$ cat src/rtl/icc_pkg.sv
// Shared widths, debouncer state encoding and capture-word packing for input_capture_ctrl.
package icc_pkg;

  localparam int DATA_W = 16;
  localparam int ADDR_W = 24;
  localparam int SEQ_W  = 11;
  localparam int SW_W   = 5;

  localparam logic [1:0] ST_RELEASED     = 2'd0;
  localparam logic [1:0] ST_PRESS_WAIT   = 2'd1;
  localparam logic [1:0] ST_PRESSED      = 2'd2;
  localparam logic [1:0] ST_RELEASE_WAIT = 2'd3;

  typedef logic [DATA_W-1:0] cap_word_t;

  function automatic cap_word_t pack_capture(input logic [SEQ_W-1:0] seq,
                                             input logic [SW_W-1:0]  sw);
    return {seq, sw};
  endfunction

endpackage

$ cat src/rtl/key_debouncer.sv
// Button synchronizer plus press/release debounce FSM; emits a one-cycle pulse
// in the cycle after a press is accepted.
module key_debouncer
  import icc_pkg::*;
#(
  parameter int DEBOUNCE_N = 17
) (
  input  logic clk,
  input  logic reset,
  input  logic btn_i,
  output logic pulse_o
);

  logic [1:0]            sync_q;
  logic [1:0]            state_q, state_d;
  logic [DEBOUNCE_N-1:0] cnt_q, cnt_d;
  logic                  pulse_q, pulse_d;
  logic                  btn_s;

  assign btn_s   = sync_q[1];
  assign pulse_o = pulse_q;

  // The counter only runs in the two wait states and restarts on every state entry.
  always_comb begin
    state_d = state_q;
    cnt_d   = cnt_q + DEBOUNCE_N'(1);
    pulse_d = 1'b0;
    case (state_q)
      ST_RELEASED: begin
        cnt_d = '0;
        if (btn_s) state_d = ST_PRESS_WAIT;
      end
      ST_PRESS_WAIT: begin
        if (!btn_s) begin
          state_d = ST_RELEASED;
          cnt_d   = '0;
        end else if (&cnt_q) begin
          state_d = ST_PRESSED;
          cnt_d   = '0;
          pulse_d = 1'b1;
        end
      end
      ST_PRESSED: begin
        cnt_d = '0;
        if (!btn_s) state_d = ST_RELEASE_WAIT;
      end
      ST_RELEASE_WAIT: begin
        if (btn_s) begin
          state_d = ST_PRESSED;
          cnt_d   = '0;
        end else if (&cnt_q) begin
          state_d = ST_RELEASED;
          cnt_d   = '0;
        end
      end
      default: begin
        state_d = ST_RELEASED;
        cnt_d   = '0;
      end
    endcase
  end

  always_ff @(posedge clk) begin
    if (reset) begin
      sync_q  <= '0;
      state_q <= ST_RELEASED;
      cnt_q   <= '0;
      pulse_q <= 1'b0;
    end else begin
      sync_q  <= {sync_q[0], btn_i};
      state_q <= state_d;
      cnt_q   <= cnt_d;
      pulse_q <= pulse_d;
    end
  end

endmodule

$ cat src/rtl/input_capture_ctrl.sv
// Debounced button captures {seq, switches} into a small FIFO drained as ring-buffer writes.
// Optional build macro ICC_DROP_OLDEST_EN: a capture into a full FIFO overwrites the oldest entry.
module input_capture_ctrl
  import icc_pkg::*;
#(
  parameter int                DEBOUNCE_N = 17,
  parameter logic [ADDR_W-1:0] BASE_ADDR  = 24'h000100,
  parameter int                RING_WORDS = 16,
  parameter int                FIFO_DEPTH = 4
) (
  input  logic              clk,
  input  logic              reset,
  input  logic [SW_W-1:0]   sw,
  input  logic              btn,
  output logic [ADDR_W-1:0] out_addr,
  output logic [DATA_W-1:0] out_data,
  output logic              out_valid,
  input  logic              out_ready,
  output logic [7:0]        drop_cnt,
  output logic [2:0]        level
);

  localparam int PTR_W = (FIFO_DEPTH > 1) ? $clog2(FIFO_DEPTH) : 1;
  localparam int CNT_W = PTR_W + 1;
  localparam int IDX_W = $clog2(RING_WORDS);

  logic [SW_W-1:0]  sw_meta_q, sw_sync_q;
  cap_word_t        mem_q [FIFO_DEPTH];
  logic [PTR_W-1:0] rd_ptr_q, rd_ptr_d, wr_ptr_q, wr_ptr_d;
  logic [CNT_W-1:0] count_q, count_d;
  logic [SEQ_W-1:0] seq_q, seq_d;
  logic [IDX_W-1:0] wr_idx_q, wr_idx_d;
  logic [7:0]       drop_cnt_q, drop_cnt_d;

  logic capture, full, pop, push, overwrite, lost, wr_en;

  key_debouncer #(
    .DEBOUNCE_N(DEBOUNCE_N)
  ) u_debouncer (
    .clk    (clk),
    .reset  (reset),
    .btn_i  (btn),
    .pulse_o(capture)
  );

  assign full  = (count_q == CNT_W'(FIFO_DEPTH));
  assign pop   = out_valid & out_ready;
  assign push  = capture & (~full | pop);
  assign lost  = capture & full & ~pop;
`ifdef ICC_DROP_OLDEST_EN
  assign overwrite = lost;
`else
  assign overwrite = 1'b0;
`endif
  assign wr_en = push | overwrite;

  assign out_valid = (count_q != '0);
  assign out_data  = out_valid ? mem_q[rd_ptr_q] : '0;
  assign out_addr  = BASE_ADDR + ADDR_W'(wr_idx_q);
  assign drop_cnt  = drop_cnt_q;
  assign level     = 3'(count_q);

  // An overwrite leaves the occupancy unchanged: when full, write and read pointers coincide.
  always_comb begin
    rd_ptr_d   = rd_ptr_q + PTR_W'(pop | overwrite);
    wr_ptr_d   = wr_ptr_q + PTR_W'(wr_en);
    count_d    = count_q;
    if (push && !pop)      count_d = count_q + CNT_W'(1);
    else if (pop && !push) count_d = count_q - CNT_W'(1);
    seq_d      = wr_en ? seq_q + SEQ_W'(1) : seq_q;
    drop_cnt_d = (lost && drop_cnt_q != 8'hFF) ? drop_cnt_q + 8'd1 : drop_cnt_q;
    wr_idx_d   = wr_idx_q;
    if (pop) wr_idx_d = (wr_idx_q == IDX_W'(RING_WORDS - 1)) ? '0 : wr_idx_q + IDX_W'(1);
  end

  always_ff @(posedge clk) begin
    if (reset) begin
      sw_meta_q  <= '0;
      sw_sync_q  <= '0;
      rd_ptr_q   <= '0;
      wr_ptr_q   <= '0;
      count_q    <= '0;
      seq_q      <= '0;
      wr_idx_q   <= '0;
      drop_cnt_q <= '0;
    end else begin
      sw_meta_q  <= sw;
      sw_sync_q  <= sw_meta_q;
      rd_ptr_q   <= rd_ptr_d;
      wr_ptr_q   <= wr_ptr_d;
      count_q    <= count_d;
      seq_q      <= seq_d;
      wr_idx_q   <= wr_idx_d;
      drop_cnt_q <= drop_cnt_d;
    end
  end

  // Storage needs no reset; out_data is masked whenever the FIFO is empty.
  always_ff @(posedge clk) begin
    if (wr_en) mem_q[wr_ptr_q] <= pack_capture(seq_q, sw_sync_q);
  end

endmodule

$ cat config.mk
export PLATFORM = sky130hd
export DESIGN_NAME = input_capture_ctrl
export DESIGN_NICKNAME = d
export VERILOG_FILES = /design/src/rtl/icc_pkg.sv /design/src/rtl/key_debouncer.sv /design/src/rtl/input_capture_ctrl.sv
export SDC_FILE = /design/constraint.sdc
export NUM_CORES = 1
export LEC_CHECK = 0
export CORE_MARGIN = 3
export CORE_UTILIZATION = 60
export CTS_CLUSTER_SIZE = 28
export DETAILED_ROUTE_END_ITERATION = 8
export MAX_ROUTING_LAYER = met4
export PLACE_DENSITY = 0.87
export REMOVE_ABC_BUFFERS = 1
export SLEW_MARGIN = 15
export SYNTH_ARGS = -nofsm -noshare
export SYNTH_HDL_FRONTEND = slang
export SYNTH_HIERARCHICAL = 1
export SYNTH_SLANG_ARGS = --single-unit
$ cat constraint.sdc
create_clock -name clk -period 4.83 [get_ports clk]
set_input_delay 0.966 -clock clk [delete_from_list [all_inputs] [get_ports clk]]
set_output_delay 0.966 -clock clk [all_outputs]
set_load 0.01 [all_outputs]
Yosys cells after proc, flatten, opt, wreduce, memory -nomap -nowiden
Memories as Yosys holds them, arrays and structs flattened. A register that Yosys moved wholly into a read port is not among the register bits.
Index checks and enable logic that the tools add are counted.
{ "word_totals": {"mem_bits_rw": 64, "out_inout_bits": 52, "input_bits": 9, "n_memories": 1, "word_cells": 72, "ff_bits": 62} }
{ "op_classes": {"n_bitwise": 9, "muxes": 19, "reduce_logical": 12, "n_eq_ne": 10, "add_sub_neg": 9} }
{ "memory_table": {"columns": ["memory", "depth", "width", "rd", "rd_ports_with_merged_regs", "wr", "line", "text"], "rows": [
  ["mem_q", 4, 16, 1, 1, 1, "input_capture_ctrl.sv:28", "cap_word_t mem_q [FIFO_DEPTH];"]
]} }
{ "op_table": {"columns": ["operator", "count"], "rows": [
  ["$mux W17", 3],
  ["$pmux W17 S3", 1],
  ["$add A17 B1 Y17 const B", 1],
  ["$reduce_and A17 Y1", 1],
  ["$mux W16", 1],
  ["$mux W2", 7],
  ["$add A11 B1 Y11 const B", 1],
  ["$add A9 B4 Y10 const A", 1],
  ["$add A8 B1 Y8 const B", 1],
  ["$ne A8 B8 Y1 const B", 1],
  ["$pmux W2 S4", 1],
  ["$mux W3", 2],
  ["$add A2 B1 Y2", 2],
  ["$add A4 B1 Y4 const B", 1],
  ["$and A1 B1 Y1", 4],
  ["$eq A2 B2 Y1 const B", 2],
  ["$eq A4 B4 Y1 const B", 1],
  ["$mux W4", 1],
  ["$not A1 Y1", 4],
  ["$reduce_and A4 Y1", 1],
  ["$add A3 B1 Y3 const B", 1],
  ["$eq A3 B3 Y1 const B", 1],
  ["$logic_and A1 B1 Y1", 3],
  ["$mux W1", 3],
  ["13 further kinds", 14]
]} }

Longest topological paths before layout
Gate-level depths: netlist of the first run.
{ "depth": {"depth_word": 8, "depth_mapped": 9, "mapped_depth_nobuf": 9} }

Hierarchy
The synthesis of the first run kept the hierarchy.
{ "modules_own_cells": {"columns": ["mod", "n_inst", "seq_area_each_um2", "area_each_um2", "cells_per_inst"], "rows": [
  ["input_capture_ctrl", 1, 2722.6, 4259.1, 300],
  ["key_debouncer", 1, 440.4, 907.1, 99]
]} }

Least setup slack after synthesis of the first run
OpenSTA, ideal clock, no wires.
{ "synth_path": {"kind": "in2reg", "from": "in out_ready", "to": "mem mem_q[1][0] (netlist bit), enable pin", "n_path_buf": 0, "setup_slack_ns": 1.908, "path_stages": 3, "required_ns": 4.417, "setup_time_ns": 0.413, "arrival_time_ns": 2.509, "path_cell_list": "or4b_2 > nand2_1 > nor3b_1"} }
{ "synth_via": {"elab_chain_cells": 5} }
{ "synth_rtl": {"columns": ["element", "line", "text"], "rows": [
  ["from (decl)", "input_capture_ctrl.sv:18", "input logic out_ready,"],
  ["$and A1 B1 Y1", "input_capture_ctrl.sv:47", "assign pop = out_valid & out_ready;"],
  ["$or A1 B1 Y1", "input_capture_ctrl.sv:48", "assign push = capture & (~full | pop);"],
  ["$and A1 B1 Y1", "input_capture_ctrl.sv:48", null],
  ["$mux W1", "input_capture_ctrl.sv:100", "if (wr_en) mem_q[wr_ptr_q] <= pack_capture(seq_q, sw_sync_q);"],
  ["$mux W1 (implied by the code)", "input_capture_ctrl.sv:100", null],
  ["to (decl)", "input_capture_ctrl.sv:28", null]
]} }
Every way passes these cells.

==> flow_metrics.env, run 1 <==
export IMPL_switching_share_pct=20.37
export IMPL_synth_area_top_cells="sky130_fd_sc_hd__edfxtp_1 37%, sky130_fd_sc_hd__dfxtp_1 24%, sky130_fd_sc_hd__mux4_2 7.0%"
export IMPL_pre_cts_slack_ps=1117
export IMPL_criticalPathCategory="reg2out"
export IMPL_area_delta_synth_final_pct=19.30
export IMPL_drt_wl_total_um=9539
export IMPL_firstDrtPassIters=5
export IMPL_achievable_frequency_ghz=0.2895
export IMPL_ys_dominant_reg_cell="sky130_fd_sc_hd__edfxtp_1"
export IMPL_min_path_cells=1
export IMPL_comb_power_share_pct=1.0
export IMPL_grt_antenna_before_repair=0
export IMPL_worst_r2r_setup_slack_ps=2020
export IMPL_postRouteAntennaNets=0
export IMPL_cts_resized=0
export IMPL_total_die_area_sq_um=9759
export IMPL_worst_r2r_endpoint="level[2]"
export IMPL_path_max_fanout=17
export IMPL_finish_net_count=464
export IMPL_post_synth_top_area_cell="sky130_fd_sc_hd__edfxtp_1"
export IMPL_synth_top_cells_by_count="64 x sky130_fd_sc_hd__edfxtp_1, 62 x sky130_fd_sc_hd__dfxtp_1, 36 x sky130_fd_sc_hd__nor2_1"
export IMPL_pin_count_of_the_biggest_net_entering_global_routing=49
export IMPL_fin_cells=564
export IMPL_async_reset_ff_share_pct=0
export IMPL_number_of_global_route_vias_before_repair=3311
export IMPL_p_clk_share_pct=51.0
export IMPL_internal_power_mw=1.864
export IMPL_cts_tree="done"
export IMPL_slew_limit_headroom_pct=38.81
export IMPL_timing_critical_path_from_type="register"
export IMPL_clock_skew_final_ps=10.31
export IMPL_grt_use_met3_pct=6.016
export IMPL_buffer_ports_inserted=40
export IMPL_io_pin_count=61
export IMPL_cts_clk_slew_worst_paths_ps=60
export IMPL_yosys_cell_count_top_type="sky130_fd_sc_hd__edfxtp_1"
export IMPL_netSwitchingPower_uw=476.7
export IMPL_finalHoldWorstSlack_ps=435.9
export IMPL_critical_path_endpoint_type="output pin"
export IMPL_result_of_the_run="finished, final reports clean"
export IMPL_power_density_nw_per_um2=379.7
export IMPL_dr_total_vias=3154
export IMPL_timing_critical_path_required_ps=3860
export IMPL_post_route_period_util_pct=71.52
export IMPL_drv_cap=0
export IMPL_gr_usage_met1_pct=26.42
export IMPL_grt_use_met2_pct=36.47
export IMPL_post_route_cell_area_sq_um=6163
export IMPL_synth_area_per_cell_sq_um=12.95
export IMPL_grt_overflow_total=0
export IMPL_fillers=495
export IMPL_worstPathCellList="mux4_2 -> and2_1 -> clkdlybuf4s50_1"
export IMPL_buffers_from_clock_root_to_sink_at_most=2
export IMPL_clock_insertion_delay_worst_skew_ps=510
export IMPL_total_leakage_power_nw=2.130
export IMPL_gpl_final_weighted_congestion=0.7876
export IMPL_ir_worst_vdd_v=0.0002566
export IMPL_grt_use_total_pct=22.07
export IMPL_cp_data_arrival_time_ps=2490
export IMPL_rr_worst_depth=9
export IMPL_cts_sink_count=126
export IMPL_num_antenna_cells=0
export IMPL_rr_startpoint="level[0]"
export IMPL_dieHeight_um=98.79
export IMPL_final_core_util_pct=74.27
export IMPL_cts_hold_repair_buffers=0
export IMPL_dpl_cell_area_sq_um=5600
export IMPL_avgRoutedWirePerCell_um=16.91
export IMPL_final_critical_path_setup_slack_ps=1375
export IMPL_synth_seq_cells=126
export IMPL_post_synth_inst_count=399
export IMPL_min_to="sw_sync_q[4]"
export IMPL_number_of_hold_violations_in_the_final_report=0
export IMPL_min_from="sw_meta_q[4]"
export IMPL_h_tree_depth=4
export IMPL_numPlacedInstances=532
export IMPL_synth_yosys_warnings=6
export IMPL_final_period_minus_worst_setup_slack_ps=3455
export IMPL_core_rowCount=33
export IMPL_synth_sequential_area_ratio_pct=61.23
export IMPL_drt_initial_drc_count=252
export IMPL_initial_core_util_pct=62.25
export IMPL_final_layout_size_suffix_gt1_share_pct=13.94
export IMPL_sequentialPowerShare_pct=48.0
export IMPL_setup_buffers_after_cts=0
export IMPL_dieWidth_um=98.79
export IMPL_place_hpwl_um=5727
export IMPL_synth_edff_count=64
export IMPL_synth_distinct_cells=47
export IMPL_route_detailed_vias_per_inst=5.592
export IMPL_grt_first_pass_wirelength_um=16240
export IMPL_rsz0062_at_grt="no"
export IMPL_cts_root_buf="sky130_fd_sc_hd__clkbuf_8"
export IMPL_critical_path_slowest_cell="sky130_fd_sc_hd__dfxtp_1"
export IMPL_setup_tns_ps=0
export IMPL_global_route_peak_usage_layer="met2"
export IMPL_report_final_setup_viol=0
export IMPL_drt_drc_violations_left=0
export IMPL_tightestPinTransition_ps=916.9
export IMPL_core_area_sq_um=8299
export IMPL_p_total_mw=2.340
export IMPL_final_max_slew_violation_count=0
export IMPL_cts_made_buffers=17
export IMPL_mappedNetlistArea_sq_um=5166
export IMPL_yosysTopAreaCellShare_pct=37.20
export IMPL_min_delay_path_class="reg2reg"
export IMPL_slowest_delay_ps=900
-- state kept, by name, summed over array words and instances (netlist names), 3 cells and up, named ones only --
register and cells:
drop_cnt 8, level 3, mem_q 64, seq_q 11
sw_meta_q 5, sw_sync_q 5, u_debouncer/cnt_q 17, wr_idx_q 4
-- final cells by class --
| cell class | instances | area (sq um) | area share (%) |
|---|---|---|---|
| Inverter | 11 | 41.29 | 0.6699 |
| Clock inverter | 13 | 141.4 | 2.294 |
| Clock buffer | 19 | 421.7 | 6.841 |
| Sequential cell | 126 | 3163 | 51.32 |
| Multi-Input combinational cell | 247 | 1847 | 29.96 |
| Tap cell | 105 | 131.4 | 2.132 |
| Timing Repair Buffer | 43 | 417.9 | 6.780 |
-- power by group through the flow --
| stage | Sequential, mW | Combinational, mW | Clock (mW) |
|---|---|---|---|
| after floorplan | 1.14 | 0.0107 | 0 |
| after global placement | 1.15 | 0.0235 | 0 |
| after detailed placement | 1.15 | 0.0238 | 0 |
| after CTS | 1.12 | 0.0240 | 1.21 |
| after global routing | 1.12 | 0.0269 | 1.26 |
| final | 1.12 | 0.0244 | 1.19 |
-- placed cells by master, fill, tap and decap left out, types with 3 or more instances in the layout --
master and count:
sky130_fd_sc_hd__and2_1 18, sky130_fd_sc_hd__a21oi_1 13, sky130_fd_sc_hd__nor3_1 6, sky130_fd_sc_hd__dfxtp_1 62, sky130_fd_sc_hd__ha_1 8, sky130_fd_sc_hd__o21ai_0 8, sky130_fd_sc_hd__xnor2_1 15, sky130_fd_sc_hd__or3_1 6
sky130_fd_sc_hd__mux4_2 16, sky130_fd_sc_hd__nand3_1 12, sky130_fd_sc_hd__nor2_1 36, sky130_fd_sc_hd__conb_1 20, sky130_fd_sc_hd__nor2b_1 15, sky130_fd_sc_hd__mux2i_1 3, sky130_fd_sc_hd__nor4_1 4, sky130_fd_sc_hd__buf_4 3
sky130_fd_sc_hd__xor2_1 12, sky130_fd_sc_hd__clkbuf_16 16, sky130_fd_sc_hd__inv_1 11, sky130_fd_sc_hd__nand2_1 16, sky130_fd_sc_hd__clkdlybuf4s50_1 39, sky130_fd_sc_hd__clkinvlp_4 3, sky130_fd_sc_hd__clkinv_4 3, sky130_fd_sc_hd__nand4_1 8
sky130_fd_sc_hd__edfxtp_1 64, sky130_fd_sc_hd__clkinv_2 3
-- worst max path at each step --
stage	endpoint	slack, ps	depth (start not counted)	start
finish	out_data[13]	1380	3	rd_ptr_q[1]
global route	out_data[13]	1240	3	rd_ptr_q[1]
global placement	level[2]	1210	10	out_ready
CTS	out_data[13]	1350	3	rd_ptr_q[1]
floorplan	mem_q[1][0]	1910	3	out_ready
detailed placement	level[2]	1120	10	out_ready
-- layer usage --
layer	vias up	part of all wire [%]
met3	12	6.1
met1	1539	39
li1	1498	-
met4	0	1.2
met2	105	54
met5	-	0
-- cells by family after synthesis --
family          Yosys count  share of synthesized area [%]
fa+ha+maj                 9                          2.325
compound gates           33                          4.384
mux                      19                          7.556
buf+inv                  44                          4.747
other cells               2                         0.1454
xor+xnor                 27                          4.577
flops                   126                          61.23
simple gates            139                          15.04
-- critical path, delay by kind of cell (launching register included) --
kind          cells  cell delay [ps]
simple gates      1              170
flops             1              900
buf+inv           1              470
mux               1              430
Power figures use the tool's default switching activity.
==> inputs of run 2 (changes only) <==
CORE_UTILIZATION = 50   (was 60)
PLACE_DENSITY = 0.77   (was 0.87)
clock period = 3.06 ns   (was 4.83 ns; I/O delays follow)
==> flow_metrics.env, run 2 (same netlist as run 1, synthesis figures left out) <==
export IMPL_fillers=763
export IMPL_slew_limit_headroom_pct=44.24
export IMPL_cts_made_buffers=17
export IMPL_rsz0062_at_grt="no"
export IMPL_grt_antenna_before_repair=0
export IMPL_cpLargestDelayFamily="simple AND/OR/NAND/NOR gates"
export IMPL_largest_reg_flops=64
export IMPL_finalHoldWorstSlack_ps=434.9
export IMPL_report_final_setup_viol=0
export IMPL_timing_critical_path_required_ps=2450
export IMPL_multi_input_area_sq_um=1841
export IMPL_core_rowCount=36
export IMPL_worst_r2r_setup_slack_ps=620
export IMPL_power_density_nw_per_um2=603.7
export IMPL_final_max_slew_violation_count=0
export IMPL_ir_worst_vdd_v=0.0003598
export IMPL_criticalPathCategory="reg2out"
export IMPL_total_leakage_power_nw=2.175
export IMPL_total_die_area_sq_um=11590
export IMPL_numPlacedInstances=567
export IMPL_cp_data_arrival_time_ps=2290
export IMPL_post_route_period_util_pct=94.81
export IMPL_final_layout_size_suffix_gt1_share_pct=15.02
export IMPL_cts_hold_repair_buffers=0
export IMPL_pin_count_of_the_biggest_net_entering_global_routing=48
export IMPL_buffer_ports_inserted=40
export IMPL_slowest_delay_ps=670
export IMPL_tightestPinTransition_ps=836.4
export IMPL_drt_wl_total_um=8863
export IMPL_setup_tns_ps=0
export IMPL_achievable_frequency_ghz=0.3447
export IMPL_reg_top3="mem_q x64, u_debouncer/cnt_q x17, seq_q x11"
export IMPL_largest_register="mem_q"
export IMPL_drt_drc_violations_left=0
export IMPL_finish_net_count=471
export IMPL_place_hpwl_um=5744
export IMPL_dr_total_vias=3104
export IMPL_most_common_layout_cells="64 x sky130_fd_sc_hd__edfxtp_1, 61 x sky130_fd_sc_hd__dfxtp_1, 39 x sky130_fd_sc_hd__clkdlybuf4s50_1"
export IMPL_fin_cells=599
export IMPL_num_antenna_cells=0
export IMPL_avgRoutedWirePerCell_um=14.80
export IMPL_critical_path_endpoint_type="output pin"
export IMPL_final_seq_area_sq_um=3164
export IMPL_postRouteAntennaNets=0
export IMPL_cts_clk_slew_worst_paths_ps=60
export IMPL_buffers_from_clock_root_to_sink_at_most=2
export IMPL_initial_core_util_pct=52.13
export IMPL_result_of_the_run="finished, final reports clean"
export IMPL_path_max_fanout=18
export IMPL_final_period_minus_worst_setup_slack_ps=2901
export IMPL_cp_num_buf_inv=1
export IMPL_grt_first_pass_wirelength_um=15060
export IMPL_h_tree_depth=4
export IMPL_timing_critical_path_from_type="register"
export IMPL_dieHeight_um=107.7
export IMPL_drt_initial_drc_count=206
export IMPL_firstDrtPassIters=4
export IMPL_gpl_final_weighted_congestion=0.7297
export IMPL_cts_tree="done"
export IMPL_grt_use_total_pct=17.47
export IMPL_final_common_cell="sky130_fd_sc_hd__edfxtp_1"
export IMPL_min_delay_path_class="reg2reg"
export IMPL_grt_overflow_total=0
export IMPL_cts_root_buf="sky130_fd_sc_hd__clkbuf_8"
export IMPL_setup_buffers_after_cts=0
export IMPL_clock_insertion_delay_worst_skew_ps=510
export IMPL_route_detailed_vias_per_inst=5.182
export IMPL_cts_sink_count=126
export IMPL_number_of_global_route_vias_before_repair=3031
export IMPL_drv_cap=0
export IMPL_area_delta_synth_final_pct=21.58
export IMPL_io_pin_count=61
export IMPL_clock_skew_final_ps=5.780
export IMPL_worstPathCellList="or3_2 -> and2_1 -> clkdlybuf4s50_1"
export IMPL_critical_path_slowest_cell="sky130_fd_sc_hd__or3_2"
export IMPL_number_of_hold_violations_in_the_final_report=0
export IMPL_dieWidth_um=107.7
export IMPL_cts_resized=0
export IMPL_core_area_sq_um=9910
==> run 2: cell count changes in the layout (fill, tap and decap cells not counted), moves of 2 or more <==
cell / delta
sky130_fd_sc_hd__bufinv_16: +2
sky130_fd_sc_hd__inv_6: -2
sky130_fd_sc_hd__clkinv_4: -3
sky130_fd_sc_hd__buf_4: +6
==> run 2: final cells by class <==
cell class                      count  share of cell area, %
Clock buffer                       20                  6.773
Clock inverter                     12                  2.689
Inverter                           11                 0.6574
Multi-Input combinational cell    247                  29.30
Sequential cell                   126                  50.38
Tap cell                          133                  2.649
Timing Repair Buffer               50                  7.550
==> run 2: power breakdown <==
group,internal (mW),switching (mW)
Sequential,1.77,0.00410
Clock,1.31,0.666
Combinational,0.0144,0.0257
==> run 2: path summary, 6_finish.rpt <==
path,cells after the start,start,endpoint
worst max register to register,7,u_debouncer/cnt_q[0],u_debouncer/cnt_q[15]
worst min-delay path,1,sw_meta_q[2],sw_sync_q[2]
worst min register to register,1,sw_meta_q[2],sw_sync_q[2]
worst max-delay path,3,level[0],out_data[9]
==> run 2: layer usage <==
layer	part of all wire (%)	wire length, um	GRT usage, %
met5	0	0	-
met4	1.1	95	6.763
met3	3.1	278	5.219
met2	52	4590	27.35
met1	44	3897	21.50
==> run 2: per-stage QoR <==
step	cell area (sq um)	power, mW	setup WS [ps]	utilization (%)
final	6281	3.792	158.9	63.38
after global routing	6281	3.909	31.79	63.38
after CTS	6276	3.837	22.69	63.33
after detailed placement	5682	1.848	94.10	57.34
after global placement	5682	1.846	153.0	57.34
after floorplan	5030	1.824	482.4	-
